==> config.mk <==
export PLATFORM = sky130hd
export DESIGN_NAME = audio_out
export DESIGN_NICKNAME = d
export VERILOG_FILES = /design/src/rtl/audio_out.sv
export SDC_FILE = /design/constraint.sdc
export NUM_CORES = 1
export LEC_CHECK = 0
export ABC_AREA = 1
export CAP_MARGIN = 20
export CORE_MARGIN = 1.5
export CORE_UTILIZATION = 43
export DETAILED_ROUTE_END_ITERATION = 8
export HOLD_SLACK_MARGIN = 0.15
export PLACE_DENSITY = 0.69
export SLEW_MARGIN = 5
export SYNTH_ARGS = -nofsm -noshare
export SYNTH_HDL_FRONTEND = slang
export SYNTH_SLANG_ARGS = --single-unit
==> constraint.sdc <==
create_clock -name clock -period 2.8 [get_ports clock]
set_clock_uncertainty 0.2 [all_clocks]
set_input_delay 0.28 -clock clock [delete_from_list [all_inputs] [get_ports clock]]
set_output_delay 0.28 -clock clock [all_outputs]
set_load 0.01 [all_outputs]
==> src/rtl/audio_out.sv <==
// Audio output stage: sample-rate divider, click-free fade in/out gain ramp,
// and a first-order sigma-delta modulator that turns the gain-scaled sample into a 1-bit stream.
module audio_out #(
  parameter int CLK_DIV      = 1536,
  parameter int RAMP_SAMPLES = 64
) (
  input  logic       clock,
  input  logic       reset,
  input  logic [3:0] sample,
  input  logic       mute,
  output logic       sample_ena,
  output logic       pdm,
  output logic [3:0] level,
  output logic       muted
);

  localparam int DW = $clog2(CLK_DIV);
  localparam int PW = (RAMP_SAMPLES > 1) ? $clog2(RAMP_SAMPLES) : 1;
  localparam logic [DW-1:0] DIV_LAST = DW'(CLK_DIV - 1);
  localparam logic [PW-1:0] PRE_LAST = PW'(RAMP_SAMPLES - 1);

  typedef enum logic [1:0] {
    MUTED,
    RAMP_UP,
    PLAY,
    RAMP_DOWN
  } fade_e;

  fade_e            state_q, state_d;
  logic [DW-1:0]    divider_q, divider_d;
  logic [PW-1:0]    presc_q, presc_d;
  logic [3:0]       gain_q, gain_d;
  logic [3:0]       sample_q, sample_d;
  logic [3:0]       level_q, level_d;
  logic [3:0]       acc_q, acc_d;
  logic             pdm_q, pdm_d;
  logic             stepDone;
  logic signed [9:0] centered, product, scaled;
  logic [4:0]       pdmSum;

  // Sample-rate divider; the strobe marks the last clock of each sample period.
  always_comb begin
    sample_ena = (divider_q == DIV_LAST);
    divider_d  = sample_ena ? '0 : divider_q + 1'b1;
    sample_d   = sample_ena ? sample : sample_q;
  end

  // Scale around the silence midpoint so gain 0 lands exactly on 8; the shift floors.
  always_comb begin
    centered = signed'({6'd0, sample_q}) - 10'sd8;
    product  = centered * signed'({6'd0, gain_q});
    scaled   = (product >>> 4) + 10'sd8;
    level_d  = scaled[3:0];
  end

  // Fade FSM; mute is only looked at on strobes, and every state change clears the prescaler.
  always_comb begin
    state_d  = state_q;
    gain_d   = gain_q;
    presc_d  = presc_q;
    stepDone = (presc_q == PRE_LAST);
    if (sample_ena) begin
      case (state_q)
        MUTED: begin
          if (!mute) begin
            state_d = RAMP_UP;
            presc_d = '0;
          end
        end
        RAMP_UP: begin
          if (mute) begin
            state_d = (gain_q == 4'd0) ? MUTED : RAMP_DOWN;
            presc_d = '0;
          end else if (stepDone) begin
            presc_d = '0;
            gain_d  = gain_q + 4'd1;
            if (gain_q == 4'd14) state_d = PLAY;
          end else begin
            presc_d = presc_q + 1'b1;
          end
        end
        PLAY: begin
          if (mute) begin
            state_d = RAMP_DOWN;
            presc_d = '0;
          end
        end
        RAMP_DOWN: begin
          // A reversal at full gain has nothing left to ramp, so it settles straight back in PLAY.
          if (!mute) begin
            state_d = (gain_q == 4'd15) ? PLAY : RAMP_UP;
            presc_d = '0;
          end else if (stepDone) begin
            presc_d = '0;
            gain_d  = gain_q - 4'd1;
            if (gain_q == 4'd1) state_d = MUTED;
          end else begin
            presc_d = presc_q + 1'b1;
          end
        end
        default: begin
          state_d = MUTED;
          gain_d  = 4'd0;
          presc_d = '0;
        end
      endcase
    end
  end

  // Sigma-delta: the accumulator carry is the output bit, so ones-density equals level/16.
  always_comb begin
    pdmSum = {1'b0, acc_q} + {1'b0, level_q};
    acc_d  = pdmSum[3:0];
    pdm_d  = pdmSum[4];
  end

  always_ff @(posedge clock or posedge reset) begin
    if (reset) begin
      state_q   <= MUTED;
      divider_q <= '0;
      presc_q   <= '0;
      gain_q    <= 4'd0;
      sample_q  <= 4'd8;
      level_q   <= 4'd8;
      acc_q     <= 4'd0;
      pdm_q     <= 1'b0;
    end else begin
      state_q   <= state_d;
      divider_q <= divider_d;
      presc_q   <= presc_d;
      gain_q    <= gain_d;
      sample_q  <= sample_d;
      level_q   <= level_d;
      acc_q     <= acc_d;
      pdm_q     <= pdm_d;
    end
  end

  assign level = level_q;
  assign pdm   = pdm_q;
  assign muted = (state_q == MUTED);

endmodule

Yosys cells after proc, flatten, opt, wreduce, memory -nomap -nowiden. Cells that the tools add are included.

Output and inout bits: 7. Flip-flop bits (word level): 36. Word-level logic and storage cells: 63. Input bits: 7.

$add $sub $neg: 7. Eq/ne operators: 18. Mux-type cells: 23. $mul: 1. Reductions and logical operators: 6.

Operator list (count): 2-to-1 mux 6 bit (5); case mux 6 bit (4 select lines) (1); 2-to-1 mux 2 bit (10); 2-to-1 mux 4 bit (4); inequality test 2 bit, second input constant (6); inequality test 3 bit, second input constant (4); adder 11 x 1 -> 11 bit, second input constant (1); == test 11 bit, second input constant (1); 2-to-1 mux 11 bit (1); == test 4 bit, second input constant (2); multiplier 5 x 5 -> 8 bit (1); case mux 2 bit (4 select lines) (1); case mux 4 bit (2 select lines) (1); AND reduction 7 bit (1); adder 6 x 1 -> 6 bit, second input constant (1); == test 6 bit, second input constant (1); AND reduction 6 bit (1); adder 4 x 4 -> 5 bit (1); subtractor 4 x 4 -> 5 bit, second input constant (1); adder 4 x 1 -> 4 bit, second input constant (1); adder 4 bit, second input constant (1); == test 2 bit, second input constant (2); == test 4 x 1 -> 1 bit, second input constant (1); zero test 4 bit (1); other kinds (5) (5).

Logic depth before layout (Yosys ltp).
Depth in word-level cells: 5. Gate-level depth with buffers: 17. Depth with buffers taken out: 16.

Worst setup path before layout. Ideal clock, no wire load.

Kind: register to register. Start point: reg gain_q[2]. End point: reg level_q[3], in the netlist level[3]. Slack: -0.304 ns. Setup time: 0.076 ns. Data required time: 2.524 ns. Cell stages (with the launch flop): 17. Arrival: 2.828 ns. Path through: dfrtp_1 buf_2 inv_1 nor2_1 inv_1 ha_1 inv_1 fa_1 inv_1 fa_1 ha_1 nand2_1 o21a_1 nand2_1 inv_1 nand2_1 nand2_1.

Cells in the longest elaborated chain, start to end: 2.

RTL lines: start: declaration (line 32) `logic [3:0] gain_q, gain_d;`; start signal: assignment (line 131) `gain_q <= gain_d;`; multiplier 5 x 5 -> 8 bit (line 51) `product = centered * signed'({6'd0, gain_q});`; adder 4 bit (line 52) `scaled = (product >>> 4) + 10'sd8;`; via scaled[3] (line 38) `logic signed [9:0] centered, product, scaled;`; end signal: assignment (line 133) `level_q <= level_d;`; end: declaration (line 34) `logic [3:0] level_q, level_d;`.

The timed path passes the listed nets, and every way through them passes these cells. A chain may end at the register's enable or synchronous reset.

Final worst setup path. Same ends and word-level chain as after synthesis.

==> impl_summary.md <==
Outcome
The flow ran to the end, but the final reports show violations. The final reports fail on negative setup slack.

Timing
The number of slew-limit violations in the final report was 0. Once routing completed, OpenROAD measured the worst setup slack at -0.171 ns. Measured against its own limit, the worst slew margin works out to 0.692. The achievable clock frequency is between 0.3 and 0.4 GHz. The count of endpoints failing hold in the final timing report is 0.

The share of the clock period used by the worst path is 1.06. At the pin with the least slew margin, the transition time is between 0.4 and 0.5 ns. Setup repair after global routing could not meet its margin everywhere. Setup violations remaining at the end of the flow were counted as 4.

The smallest clock period supported by the final layout is computed as 2.97 ns.

Route
The wire length reported by the detailed router is 5250 um. Dividing the detail-routed wire length by the instance count gives 11.4 um. The count of nets left with antenna violations once routing finished came out at 0. The first-iteration detailed-routing DRC count is 83. The total via count after detailed routing is ~2200. For this run, design rule violations remaining after detail routing come to 0. The first detailed-routing pass ran for 4 iterations.

The via density per instance is 4.78.

Logic synthesis
The mapped netlist covers 0.00266 mm^2. The post-synthesis register bit count is 36. Counting every instance in the synthesized netlist gives 347.

The number of nets in the synthesized netlist is roughly 380. During synthesis, Yosys emitted a total of 0 warnings. The average cell area after synthesis is 7.65 um^2. Of the synthesized area, sequential elements account for 0.340. The count of cell types in the netlist is 29.

Placed design
The congestion estimate from routability-driven global placement came to roughly 0.83. The pre-CTS setup slack is -0.229 ns. The placed instances occupy a cell area of 0.00304 mm^2. Buffers placed on the I/O ports in this run total 13.

The number of placed instances, taps included, is 450. The HPWL after detailed placement is 3970 um.

Clock tree
The number of clock buffers added by TritonCTS is 5. The CTS H-tree depth is 2. The number of clock sinks is 36. The clock latency on the worst-skew pair is 0.30 ns. After clock tree synthesis, the flow added hold-fix buffers numbering 0. The CTS tree is yes. The root buffer cell chosen for the clock tree is sky130_fd_sc_hd__clkbuf_8. The deepest clock path buffer count is 2. After clock tree synthesis, the clock-pin slew on the worst setup and hold paths is 0.08 ns.

Floorplan
The initial utilization of the core area, before any placement, comes to 0.446. The die footprint is 0.00666 mm^2. The die span in x is between 80 and 90 um. The floorplan has 28 rows.

In this run the vertical extent of the chip is 81.6 um. The boundary pin count is 14. The placeable core region is 0.00596 mm^2.

Global route
The wire length of the first global-routing pass is 9110 um. Entering global routing, the biggest net connects 37 pins. The initial antenna violation count is 0. After global routing the overflow that remains totals 0.

The total global routing track utilization is 0.181. The number of global-route vias before repair is 2106.

Cells and area
The total inserted antenna cells is 0. Summing all non-filler instances in the final layout gives an area of 0.00326 mm^2. In the final layout, the share of cells above drive strength 1 is 0.198. The finished layout holds 459 standard cells, fillers aside. The final net count is roughly 420. The post-layout utilization of the core is 0.548. The area added between synthesis and finish is 22.9%.

Power
The cell area power density is 285 mW/mm^2. In this run the static leakage power is 1.64 nW. The worst voltage drop across the vdd grid is about 0.17 mV.

Setup path
The critical path is of the reg2reg type. STA classifies the critical path endpoint as a flop. Data arrives at the worst endpoint at 3.01 ns.

STA classifies the critical path startpoint as a flop. The reg-to-reg setup timing slack is -0.17 ns. Along the worst path, the maximum fanout reaches 3. Counting stages on the worst path, the most repeated cell is sky130_fd_sc_hd__inv_2. For the worst setup path, the data required time is between 2 and 3 ns. The cell at the slowest stage of the critical path is sky130_fd_sc_hd__fa_1. Traced cell by cell, the critical path runs through inv_4, nor2_4, inv_2, ha_4, inv_2, fa_1, inv_1, fa_1, ha_4, nand2_4, nor2_4, nand3_2, nand2_2, inv_2, nand2_1, nand2_1. On the worst path, the slowest cell contributes a delay of 0.49 ns.

Flow run
The tool flagged a number of max-cap violations equal to 0.

Min path
The path class of the tightest hold or removal check is in2async.
-- critical path: cells and delay by family, from the launching register on --
kind	cells	cell delay [ns]
fa+ha+maj	4	1.56
buf+inv	5	0.22
flops	1	0.41
simple gates	7	0.53
-- per-layer routing --
metal	vias up	track usage	wire, um
li1	1132	-	-
met1	1020	0.227	2440
met2	33	0.302	2520
met3	11	0.0378	175
met4	0	0.0746	113
met5	-	0	0
-- where the power goes --
part	internal, W	switching, W
clock	0.000174	0.000209
sequential	0.000519	0
combinational	0.0000106	0.0000174
-- synth_stat cells, drive strengths merged --
cell    count  area share
nand2     102        0.15
inv        65       0.092
nor2       35       0.070
dfrtp      34        0.32
nand3      26       0.056
ha         21       0.099
o21ai      15       0.028
xor2       11       0.036
a21oi       8       0.015
fa          8       0.060
xnor2       5       0.016
buf         4       0.011
nor3        4      0.0075
dfstp       2       0.020
nand4       2      0.0047
a21boi      1      0.0028
clkbuf      1      0.0014
o21a        1      0.0028
o21bai      1      0.0028
o22ai       1      0.0024
-- final timing paths --
kind | start | endpoint | cells past startpoint
max in group asynchronous | reset | sample_q[3]$_DFFE_PP1P_ | 3
worst min-delay path | reset | divider_q[8]$_DFF_PP0_ | 3
worst max-delay path | gain_q[2]$_DFFE_PP0P_ | level[3]$_DFF_PP1_ | 16
worst min register to register | acc_q[0]$_DFF_PP0_ | acc_q[0]$_DFF_PP0_ | 1
worst max register to register | gain_q[2]$_DFFE_PP0P_ | level[3]$_DFF_PP1_ | 16
min in group clock | acc_q[0]$_DFF_PP0_ | acc_q[0]$_DFF_PP0_ | 1
-- state kept, by name (all words and copies together), names as in the netlist --
name,cells
presc_q,6
acc_q,4
pdm,1
gain_q,4
divider_q,11
sample_q,4
level,4
state_q,2
-- cells by family after synthesis --
family,share of synthesized area
flip-flops,0.340
XOR/XNOR,0.0528
adder cells (fa/ha/maj),0.159
AND/OR/NAND/NOR,0.289
AO/OA/AOI/OAI,0.0542
buffers and inverters,0.104
-- area by class of cell --
type | count | area, um^2
Clock buffer | 5 | 68.8
Clock inverter | 3 | 18.8
Fill cell | 571 | 2690
Inverter | 65 | 246
Multi-Input combinational cell | 241 | 1640
Sequential cell | 36 | 905
Tap cell | 75 | 93.8
Timing Repair Buffer | 34 | 292
-- cell usage in the layout (no fill, tap or decap), types with 5 or more instances in the layout --
cell                              count
sky130_fd_sc_hd__o21ai_0             14
sky130_fd_sc_hd__inv_1               55
sky130_fd_sc_hd__buf_4               20
sky130_fd_sc_hd__nor2_4               8
sky130_fd_sc_hd__ha_1                13
sky130_fd_sc_hd__clkbuf_8             5
sky130_fd_sc_hd__a21oi_1              6
sky130_fd_sc_hd__xnor2_1              5
sky130_fd_sc_hd__xor2_1              11
sky130_fd_sc_hd__inv_2                9
sky130_fd_sc_hd__fa_1                 8
sky130_fd_sc_hd__clkdlybuf4s50_1     13
sky130_fd_sc_hd__nand2_2              7
sky130_fd_sc_hd__nand3_1             22
sky130_fd_sc_hd__ha_4                 8
sky130_fd_sc_hd__nand2_1             92
sky130_fd_sc_hd__nor2_1              26
sky130_fd_sc_hd__dfrtp_1             33
-- per-stage QoR --
stage	hold WS [ns]	setup TNS (ns)	total power, W
6_report	0.190	-0.499	0.000930
5_1_grt	0.260	-1.01	0.000978
4_1_cts	0.203	-0.806	0.000943
3_5_place_dp	0.260	-0.763	0.000559
3_3_place_gp	0.255	-0.495	0.000559
2_1_floorplan	0.190	-0.151	0.000544
-- repair_timing --
| item | in CTS | in global routing |
|---|---|---|
| gates resized for setup | 8 | 23 |
| hold endpoints to repair | 0 | 0 |
| pin swaps | 8 | 15 |
| buffers inserted | 1 | 0 |
| setup endpoints to repair | 4 | 4 |
Note: power is estimated with default switching activity, not from simulation.
